`src/rtl/ram_burst_pkg.sv`:
```
// Shared definitions for the RAM burst controller.
// Holds the FSM state encoding, default bus widths and the DRAIN hold
// lengths used after the final word of a write or read burst.
package ram_burst_pkg;

    localparam int ADDR_W_DEF = 8;
    localparam int DATA_W_DEF = 32;

    typedef enum logic [1:0] {
        ST_IDLE  = 2'd0,
        ST_WRITE = 2'd1,
        ST_READ  = 2'd2,
        ST_DRAIN = 2'd3
    } state_e;

    // Write: one extra cycle for the RAM to sample the last strobe.
    // Read: the last address must be sampled, then dout registered into rdata.
    localparam logic [1:0] HOLD_WR = 2'd1;
    localparam logic [1:0] HOLD_RD = 2'd2;

endpackage

```
`src/rtl/ram_burst_ctrl.sv`:
```
// Block-transfer initiator for a single-port synchronous RAM.
// Accepts one command (read/write, base address, length-1), then streams
// write words in or read words out at one word per cycle.
// Ports:
//   clk, rst                    clock, asynchronous active-high reset
//   cmd_valid/ready/wr/addr/len command handshake (ready only in IDLE)
//   wdata_valid/ready, wdata    write-word stream (ready in WRITE)
//   rdata_valid/last, rdata     read-word stream, no backpressure
//   done, busy                  end-of-burst pulse, non-idle status
//   cen, wen, addr, din, dout   RAM pins (all outputs registered)
module ram_burst_ctrl
    import ram_burst_pkg::*;
#(
    parameter int ADDR_W = ADDR_W_DEF,
    parameter int DATA_W = DATA_W_DEF
) (
    input  logic              clk,
    input  logic              rst,
    input  logic              cmd_valid,
    output logic              cmd_ready,
    input  logic              cmd_wr,
    input  logic [ADDR_W-1:0] cmd_addr,
    input  logic [ADDR_W-1:0] cmd_len,
    input  logic              wdata_valid,
    output logic              wdata_ready,
    input  logic [DATA_W-1:0] wdata,
    output logic              rdata_valid,
    output logic [DATA_W-1:0] rdata,
    output logic              rdata_last,
    output logic              done,
    output logic              busy,
    output logic              cen,
    output logic              wen,
    output logic [ADDR_W-1:0] addr,
    output logic [DATA_W-1:0] din,
    input  logic [DATA_W-1:0] dout
);

    state_e              state_q, state_d;
    logic [ADDR_W-1:0]   cur_addr_q, cur_addr_d;
    logic [ADDR_W-1:0]   remain_q, remain_d;
    logic [1:0]          hold_q, hold_d;
    logic                cen_q, cen_d;
    logic                wen_q, wen_d;
    logic [ADDR_W-1:0]   addr_q, addr_d;
    logic [DATA_W-1:0]   din_q, din_d;
    logic                done_q, done_d;
    // Read-return pipeline: marks the final address on the pins, then
    // tracks when dout holds valid data, then the registered rdata.
    logic                last_q, last_d;
    logic                dval_q, dlast_q;
    logic                rvalid_q, rlast_q;
    logic [DATA_W-1:0]   rdata_q;

    always_ff @(posedge clk or posedge rst) begin
        if (rst) begin
            state_q    <= ST_IDLE;
            cur_addr_q <= '0;
            remain_q   <= '0;
            hold_q     <= '0;
            cen_q      <= 1'b0;
            wen_q      <= 1'b0;
            addr_q     <= '0;
            din_q      <= '0;
            done_q     <= 1'b0;
            last_q     <= 1'b0;
            dval_q     <= 1'b0;
            dlast_q    <= 1'b0;
            rvalid_q   <= 1'b0;
            rlast_q    <= 1'b0;
            rdata_q    <= '0;
        end else begin
            state_q    <= state_d;
            cur_addr_q <= cur_addr_d;
            remain_q   <= remain_d;
            hold_q     <= hold_d;
            cen_q      <= cen_d;
            wen_q      <= wen_d;
            addr_q     <= addr_d;
            din_q      <= din_d;
            done_q     <= done_d;
            last_q     <= last_d;
            // The RAM samples a read strobe on this edge; dout is valid after it.
            dval_q     <= cen_q & ~wen_q;
            dlast_q    <= last_q;
            rvalid_q   <= dval_q;
            rlast_q    <= dlast_q;
            if (dval_q) rdata_q <= dout;
        end
    end

    always_comb begin
        state_d    = state_q;
        cur_addr_d = cur_addr_q;
        remain_d   = remain_q;
        hold_d     = hold_q;
        cen_d      = 1'b0;
        wen_d      = 1'b0;
        addr_d     = addr_q;   // address and data hold while cen is low
        din_d      = din_q;
        done_d     = 1'b0;
        last_d     = 1'b0;
        case (state_q)
            ST_IDLE: begin
                if (cmd_valid) begin
                    cur_addr_d = cmd_addr;
                    remain_d   = cmd_len;
                    state_d    = cmd_wr ? ST_WRITE : ST_READ;
                end
            end
            ST_WRITE: begin
                if (wdata_valid) begin
                    cen_d      = 1'b1;
                    wen_d      = 1'b1;
                    addr_d     = cur_addr_q;
                    din_d      = wdata;
                    cur_addr_d = cur_addr_q + ADDR_W'(1);
                    remain_d   = remain_q - ADDR_W'(1);
                    if (remain_q == '0) begin
                        state_d = ST_DRAIN;
                        hold_d  = HOLD_WR;
                    end
                end
            end
            ST_READ: begin
                cen_d      = 1'b1;
                addr_d     = cur_addr_q;
                cur_addr_d = cur_addr_q + ADDR_W'(1);
                remain_d   = remain_q - ADDR_W'(1);
                if (remain_q == '0) begin
                    last_d  = 1'b1;
                    state_d = ST_DRAIN;
                    hold_d  = HOLD_RD;
                end
            end
            ST_DRAIN: begin
                if (hold_q == 2'd1) begin
                    state_d = ST_IDLE;
                    done_d  = 1'b1;
                end else begin
                    hold_d = hold_q - 2'd1;
                end
            end
            default: state_d = ST_IDLE;
        endcase
    end

    assign cmd_ready   = (state_q == ST_IDLE);
    assign wdata_ready = (state_q == ST_WRITE);
    assign busy        = (state_q != ST_IDLE);
    assign cen         = cen_q;
    assign wen         = wen_q;
    assign addr        = addr_q;
    assign din         = din_q;
    assign done        = done_q;
    assign rdata_valid = rvalid_q;
    assign rdata_last  = rlast_q;
    assign rdata       = rdata_q;

endmodule
```
`config.mk`:
```
export PLATFORM = sky130hd
export DESIGN_NAME = ram_burst_ctrl
export DESIGN_NICKNAME = d
export VERILOG_FILES = /design/src/rtl/ram_burst_pkg.sv /design/src/rtl/ram_burst_ctrl.sv
export SDC_FILE = /design/constraint.sdc
export NUM_CORES = 1
export LEC_CHECK = 0
export BUFFER_PORTS_ARGS = -buffer_cell sky130_fd_sc_hd__buf_2
export CAP_MARGIN = 5
export CORE_MARGIN = 4
export CORE_UTILIZATION = 30
export CTS_CLUSTER_SIZE = 30
export DETAILED_ROUTE_END_ITERATION = 8
export GPL_ROUTABILITY_DRIVEN = 1
export HOLD_SLACK_MARGIN = 0.05
export PLACE_DENSITY_LB_ADDON = 0.1
export SLEW_MARGIN = 40
export SYNTH_ARGS = -nofsm -noshare
export SYNTH_HDL_FRONTEND = slang
export SYNTH_SLANG_ARGS = --single-unit
```
`constraint.sdc`:
```
create_clock -name clk -period 2.45 [get_ports clk]
set_input_delay 0 -clock clk [delete_from_list [all_inputs] [get_ports clk]]
set_output_delay 0 -clock clk [all_outputs]
set_load 0.02 [all_outputs]
```
Yosys cells after proc, flatten, opt, wreduce, memory -nomap -nowiden
Index checks and enable logic that the tools add are counted.
{ "word_totals": {"regBits": 100, "word_cells": 67, "inputBits": 85, "out_inout_bits": 80} }
{ "classes": {"eq_ne": 10, "bitwise_logic": 2, "add_sub_neg": 3, "reduce_logical": 11, "n_mux": 26} }
{ "ops": {"columns": ["operator", "n"], "rows": [
  ["$pmux 8 s3", 2],
  ["$mux 8", 5],
  ["$mux 2", 9],
  ["$pmux 8 s2", 1],
  ["$ne 2x2->1 const B", 5],
  ["$add 8x1->8 const B", 1],
  ["$logic_not 8->1", 1],
  ["$pmux 2 s4", 1],
  ["$sub 8x1->8 const B", 1],
  ["$mux 1", 6],
  ["$pmux 2 s3", 1],
  ["$reduce_and 3->1", 2],
  ["$reduce_bool 3->1", 2],
  ["$reduce_and 5->1", 1],
  ["$eq 2x1->1 const B", 2],
  ["$eq 2x2->1 const B", 2],
  ["$reduce_and 2->1", 2],
  ["$reduce_bool 2->1", 2],
  ["$logic_not 2->1", 1],
  ["$ne 2x1->1 const B", 1],
  ["$pmux 1 s2", 1],
  ["$sub 2x1->2 const B", 1],
  ["$and 1x1->1", 1],
  ["$not 1->1", 1]
]} }

Longest topological paths before layout
Gate-level depths: netlist of run 1.
{ "depth": {"word_depth": 4, "depth_mapped": 7} }

Least setup slack after synthesis of run 1
Ideal clock, no wire load.
{ "synth_timing": {"path_kind": "register -> register", "startpoint": "reg state_q[1]", "endpoint": "reg addr_q[0] (netlist: addr[0])", "setup_ns": 0.125, "t_required_ns": 2.325, "t_arrival_ns": 1.731, "path_stages_with_launch": 7, "slack_ns": 0.594, "path_cell_list": "dfrtp_1 > inv_1 > ha_1 > and2_1 > buf_2 > a21oi_2 > mux2_2"} }
{ "synth_via": {"elab_chain_len": 3} }
{ "synth_lines": {"columns": ["item", "line", "text"], "rows": [
  ["start, declared", "ram_burst_ctrl.sv:39", "state_e state_q, state_d;"],
  ["start signal, assigned", "ram_burst_ctrl.sv:73", "state_q <= state_d;"],
  ["$eq 2x1->1 (*)", null, null],
  ["net wdata_ready", "ram_burst_ctrl.sv:25", "output logic wdata_ready,"],
  ["$ne 2x2->1 (no line) or $reduce_bool 2->1 (tied branches)", null, null],
  ["$reduce_and 2->1 (no line)", null, null],
  ["end signal, assigned", "ram_burst_ctrl.sv:79", "addr_q <= addr_d;"],
  ["end, declared", "ram_burst_ctrl.sv:45", "logic [ADDR_W-1:0] addr_q, addr_d;"]
]} }
Mark *: on every way through the listed nets, which the timed path passes. The rest lies on a longest branch.
A chain may end at the register's enable or synchronous reset.

Final worst setup path of run 1
{ "layout_timing": {"startpoint": "reg state_q[1]", "endpoint": "reg remain_q[0]"} }
{ "layout_via": {"elab_chain_len": 3} }
{ "layout_lines": {"columns": ["item", "line", "text"], "rows": [
  ["$eq 2x1->1, or another cell as far along", "ram_burst_ctrl.sv:103", "case (state_q)"],
  ["$ne 2x2->1 (no line) or $reduce_bool 3->1 (tied branches)", null, null],
  ["$reduce_and 3->1 (no line)", null, null],
  ["end signal, assigned", "ram_burst_ctrl.sv:75", "remain_q <= remain_d;"],
  ["end, declared", "ram_burst_ctrl.sv:41", "logic [ADDR_W-1:0] remain_q, remain_d;"]
]} }
Several ways; a longest one is shown, not always the timed one.

==> impl_metrics.toml, run 1 <==
[outcome]
status = "finished, final reports clean"

[timing]
finalCriticalPeriod_ns = 1.904
fin_crit_sh_pct = 77.72
finalWorstSetupSlack_ns = 0.5458
relSlewSlack_pct = 62.62
grt_setup_unrepaired = "no"
hold_viol = 0
tns_ns = 0
fin_skew_ns = 0.009086
report.final.slew_viol_count = 0
fmax_mhz = 525.1
worst_pin_slew_ns = 0.5596
finalSetupViolations = 0

[global_route]
grt_first_pass_wirelength_um = 18690
gr-usage-all-layers_pct = 14.53
antenna_found_initial = 0
grt_pass1_vias = 3624
grt_start_max_net_pins = 34
overflow = 0

[yosys]
synth_xor_area_share_pct = 0
synth-edff-count = 0
ys_types = 37
synth_seq_cells = 100
synth_top_area_share_pct = 58.65
synth_area_leaders = "dfrtp_1 59%, mux2_2 19%, ha_1 2.9%"
muxShareOfSynthArea_pct = 20.18
yosysMostFrequentCell = "dfrtp_1"
synth_top_family_by_area = "multiplexers"
yosysWarnings = 0
syn-num-nets = 423
async_reset_ff_share_pct = 100.0
syn_inst = 328
synthSimpleGateAreaFrac_pct = 7.449
avgSynthCellArea_sq_um = 13.01
synth_compound_gate_area_share_pct = 8.182
synth_top_area_cell = "dfrtp_1"
netlist_area_sq_um = 4267
synth_common_cells = "100 x dfrtp_1, 72 x mux2_2, 20 x a21oi_1"
synth-adder-area-share_pct = 2.933
yosysSeqAreaShare_pct = 58.65
ys_dominant_reg_cell = "dfrtp_1"

[cells_and_area]
num_antenna_cells = 0
final_area_sq_um = 6442
nets = 671
stdcell_count = 761
drive_above_1_share_pct = 45.78
fillerInstances = 1281
multiInputGateArea_sq_um = 1653
syn_to_final_growth_pct = 51.00
final_core_util_pct = 46.41
regArea_sq_um = 2502

[floorplanning]
coreArea_sq_um = 13880
rows = 43
fp.dieH_um = 127.3
initial_utilization_pct = 30.74
io_pins = 165
dieArea_sq_um = 16190
die_w_um = 127.3

[clock_network]
cts-root-buf = "clkbuf_16"
htreeDepth = 3
clkSinkCount = 100
numCtsBuffers = 9
clock_path_buffers = 2
cts_tree = "built"
clk_pin_slew_ns = 0.07
cts_resized = 0
insertion_delay_ns = 0.34

[power_and_ir_drop]
p_leak_nw = 3.007
max-vdd-ir-drop_uv = 774.4
powerDensity_nw_per_um2 = 1327

[setup_path]
start_kind = "register"
path_max_fanout = 13
path_cells = "inv_1 > ha_1 > nand2b_1 > nand3_1 > o21ai_0 > o21ai_0"
r2r-start = "state_q[1]"
criticalPathCategory = "reg -> reg"
r2r-end = "remain_q[0]"
reg2reg_depth = 6
slowest_stage = "dfrtp_1"
worst_ep_required_time_ns = 2.67
end_kind = "register"
crit_arrival_ns = 2.12
critPathTopFamily = "simple AND/OR/NAND/NOR gates"
critical_path_buf_inv_count = 1
rrSetupSlack_ns = 0.55
cpMostUsedCell = "o21ai_0"
max_stage_delay_ns = 0.41

[placement]
dpl.hpwl_um = 8101
place_congestion = 0.7672
post-place-ws_ns = 0.4995
io_buffers = 164
dp.cells = 664
post_dp_cell_area_sq_um = 5359

[route]
drtAntennaViolNets = 0
drt_first_pass_iters = 4
vias = 3471
drt_first_iter_violations = 141
wirelength_um = 11330
wl_per_cell_um = 14.89
viasPerCell = 4.561
drc = 0

[min_path]
hp-class = "in -> reg"
hp-start = "cmd_len[3]"
hold_end = "remain_q[3]"
whs_path_depth = 4

[run]
drv_cap = 0
==> what timing repair did <==
action,4_1_cts,5_1_grt
endpoints found under the hold margin,102,0
setup buffers,0,0
hold buffers,81,0
==> worst reg2reg max path: stages, from the launching register on <==
cell	delay [ns]
dfrtp_1	0.41
inv_1	0.10
ha_1	0.26
nand2b_1	0.20
nand3_1	0.42
o21ai_0	0.28
o21ai_0	0.12
==> per-layer routing <==
metal | track usage [%] | vias up | wire length (um) | share of wire (%)
met3 | 3.386 | 17 | 771 | 6.8
met5 | 0 | - | 0 | 0
li1 | - | 1667 | - | -
met2 | 24.25 | 111 | 5508 | 49
met4 | 5.931 | 0 | 262 | 2.3
met1 | 18.19 | 1676 | 4790 | 42
==> power by group <==
| part | internal (mW) | switching, mW | leakage (nW) |
|---|---|---|---|
| Clock | 0.718 | 0.599 | 0.122 |
| Sequential | 2.48 | 0.479 | 1.19 |
| Combinational | 1.88 | 2.39 | 1.70 |
| Total | 5.08 | 3.47 | 3.01 |
==> stage by stage <==
stage | hold slack, ns | power, mW
3_3_place_gp | 0.2152 | 7.138
4_1_cts | 0.06065 | 8.704
6_report | 0.08503 | 8.549
3_5_place_dp | 0.08214 | 7.246
5_1_grt | 0.08436 | 9.217
2_1_floorplan | 0.1516 | 5.886
==> cell families (layout without fill, tap and decap cells) <==
family                   count (synthesis)  count (layout)
flip-flops                             100             100
multiplexers                            77              77
AND/OR/NAND/NOR                         57              57
AO/OA/AOI/OAI                           56              56
buffers and inverters                   28             281
adder cells (fa/ha/maj)                 10              10
==> placed cells by master, fill, tap and decap left out, types with 4 or more instances in the layout <==
cell type	netlist	layout
a2bb2oi_1	5	5
nand4_1	4	4
clkbuf_16	0	9
nand3_1	8	8
o22ai_1	4	4
nand2_1	8	8
nor2_1	7	7
nand2b_1	8	8
ha_1	10	10
buf_4	0	6
mux2_2	72	72
mux2i_1	5	5
inv_1	11	10
clkinvlp_4	0	4
nor2b_1	4	4
and3_1	5	5
dfrtp_1	100	100
o21ai_0	13	13
buf_2	5	164
dlygate4sd3_1	0	81
a21oi_1	20	20
==> worst max path at each step <==
| stage | end | depth (start not counted) | startpoint | slack [ns] |
|---|---|---|---|---|
| 6_report | remain_q[0] | 6 | state_q[1] | 0.55 |
| 5_1_grt | cur_addr_q[0] | 6 | state_q[1] | 0.25 |
| 4_1_cts | remain_q[0] | 6 | state_q[1] | 0.50 |
| 3_5_place_dp | remain_q[0] | 6 | state_q[1] | 0.50 |
| 3_3_place_gp | addr[0] | 5 | state_q[1] | 0.58 |
| 2_1_floorplan | addr[0] | 6 | state_q[1] | 0.59 |
==> cell type report <==
type                       instances  area share, %
clock buffer                      13          3.884
inverter                          11         0.6992
timing repair buffer             254          27.07
tap                              180          3.496
clock inverter                     3         0.3496
multi-input combinational        200          25.66
sequential                       100          38.84
==> state kept, by name, indices dropped and copies added, names as in the netlist <==
name	cells
rdata_valid	1
state_q	2
hold_q	2
rdata	32
din	32
addr	8
wen	1
cen	1
dval_q	1
remain_q	8
dlast_q	1
done	1
rdata_last	1
cur_addr_q	8
last_q	1
No activity file was read; power rests on OpenSTA's default activity.
==> run 2: changes to the inputs <==
==> constraint.sdc (replaced) <==
create_clock -name clk -period 1.6 [get_ports clk]
set_input_delay 0 -clock clk [delete_from_list [all_inputs] [get_ports clk]]
set_output_delay 0 -clock clk [all_outputs]
set_load 0.02 [all_outputs]
==> run 2 against run 1 <==
Against the previous run: first-iteration DRC count shrank 7.8%; sequential share of layout area decreased by 2.7 points; maximum frequency grew 16%; the run now ends with negative setup slack left; routed wire length increased by 2.7%; highest routed layer unchanged; cell count grew 3.4%.
==> impl_metrics.toml, run 2 (same netlist as run 1, synthesis figures left out) <==
[power_and_ir_drop]
combPwrFrac_pct = 53.8
powerDensity_nw_per_um2 = 2142
max-vdd-ir-drop_uv = 755.7
p_sw_share_pct = 38.67
p_switching_mw = 5.743
p_int_mw = 9.108
p_seq_share_pct = 30.0
power.total_mw = 14.85
p_leak_nw = 3.217
clkPwrFrac_pct = 16.2

[setup_path]
start_kind = "register"
rrSetupSlack_ns = -0.04
criticalPathCategory = "reg -> reg"
path_max_fanout = 3
slowest_stage = "or4_4"
r2r-start = "remain_q[6]"
end_kind = "register"
worst_ep_required_time_ns = 1.83
path_cells = "or4_4 > nor3_4 > o21ai_1 > a22o_1"
critPathLaunch = "remain_q[6]"
crit_arrival_ns = 1.86
max_stage_delay_ns = 0.58

[clock_network]
htreeDepth = 3
cts_tree = "built"
clock_path_buffers = 2
cts-root-buf = "clkbuf_16"
numCtsBuffers = 9
clk_pin_slew_ns = 0.07
clkSinkCount = 100
insertion_delay_ns = 0.34

[timing]
finalCriticalPeriod_ns = 1.636
hold_viol = 0
relSlewSlack_pct = 55.33
report.final.slew_viol_count = 0
grt_setup_unrepaired = "yes"
fin_skew_ns = 0.007985
finalWorstSetupSlack_ns = -0.03602
fmax_mhz = 611.2
holdWs_ns = 0.1930
fin_crit_sh_pct = 102.3
finalSetupViolations = 1
worst_pin_slew_ns = 0.6700

[cells_and_area]
stdcell_count = 787
nets = 696
drive_above_1_share_pct = 52.64
syn_to_final_growth_pct = 62.46
most-common-layout-cells = "164 x buf_2, 100 x dfrtp_1, 82 x dlygate4sd3_1, 72 x mux2_2, 23 x buf_4"
final_area_sq_um = 6932
mostFrequentLayoutCell = "buf_2"

[global_route]
grt_start_max_net_pins = 54
gr-usage-all-layers_pct = 14.73
antenna_found_initial = 0
grt_first_pass_wirelength_um = 19040
grt_pass1_vias = 3808
overflow = 0

[route]
vias = 3588
wirelength_um = 11630
drt_first_pass_iters = 4
drt_first_iter_violations = 130
wl_per_cell_um = 14.78
drtAntennaViolNets = 0
viasPerCell = 4.559
drc = 0

[min_path]
hp-start = "wdata_valid"
hp-class = "in -> reg"

[outcome]
violations = "negative setup slack"
status = "finished with violations"

[placement]
io_buffers = 164
post_dp_cell_area_sq_um = 5543
place_congestion = 0.8075
dp.cells = 683
dpl.hpwl_um = 7935

[floorplanning]
rows = 43
coreArea_sq_um = 13880
fp.dieH_um = 127.3
dieArea_sq_um = 16190
die_w_um = 127.3
io_pins = 165
initial_utilization_pct = 30.74

[run]
drv_cap = 0
run 2: cell types whose count changed in the layout (fill, tap and decap cells not counted), sizes merged:
| cell | previous run | this run |
|---|---|---|
| clkbuf | 13 | 12 |
| clkinvlp | 4 | 1 |
| buf | 173 | 197 |
| bufinv | 0 | 2 |
| inv | 10 | 12 |
| dlygate4sd3 | 81 | 82 |
| diode | 0 | 1 |
run 2: stage by stage:
stage | utilization, % | TNS [ns] | setup slack [ns]
after floorplan | - | -4.036 | -0.1189
after global placement | 39.93 | -0.1341 | -0.07936
after detailed placement | 39.93 | -0.2665 | -0.05161
after CTS | 48.68 | -0.03675 | -0.01933
after global routing | 49.92 | -0.2976 | -0.08948
final | 49.94 | -0.03602 | -0.03602
run 2: critical path, delay by kind of cell (launching register included):
family          cells  cell delay [ns]
simple gates        2             0.81
flops               1             0.39
compound gates      2             0.32
run 2: path summary, 6_finish.rpt:
check | end | cells past startpoint
setup / recovery | hold_q[0] | 4
hold / removal | wen | 3
setup reg to reg | hold_q[0] | 4
hold reg to reg | dlast_q | 0
max in group asynchronous | rdata[3] | 4
min in group asynchronous | rdata[14] | 4
run 2: layer usage:
metal / up-vias / global-route usage (%) / wire length [um] / share of wire, %
met1: 1727 / 17.43 / 4966 / 43
met4: 0 / 4.669 / 208 / 1.8
li1: 1722 / - / - / -
met5: - / 0 / 0 / 0
met2: 121 / 25.53 / 5673 / 49
met3: 18 / 4.640 / 784 / 6.7
run 2: cell type report:
cell class | instances | area, sq um
antenna | 1 | 2.502
clock buffer | 12 | 256.5
clock inverter | 4 | 77.57
fill | 1246 | 6949
inverter | 11 | 45.04
multi-input combinational | 200 | 1819
sequential | 100 | 2502
tap | 180 | 225.2
timing repair buffer | 279 | 2003
run 2: what timing repair did:
action                                 in CTS  in global routing
setup endpoints to repair                  38                 20
cloned                                      1                  0
resized for setup                          14                 27
endpoints found under the hold margin     180                  1
setup buffers                               0                  4
hold buffers                               81                  1
pin swaps                                   0                 11
run 2: power groups by stage:
| stage | combinational [mW] | sequential [mW] | clock (mW) |
|---|---|---|---|
| finish | 7.99 | 4.45 | 2.41 |
| global placement | 7.16 | 4.47 | 0 |
| floorplan | 3.43 | 5.71 | 0 |
| CTS | 7.55 | 4.47 | 2.50 |
| global route | 8.67 | 4.63 | 2.60 |
| detailed placement | 7.22 | 4.51 | 0 |
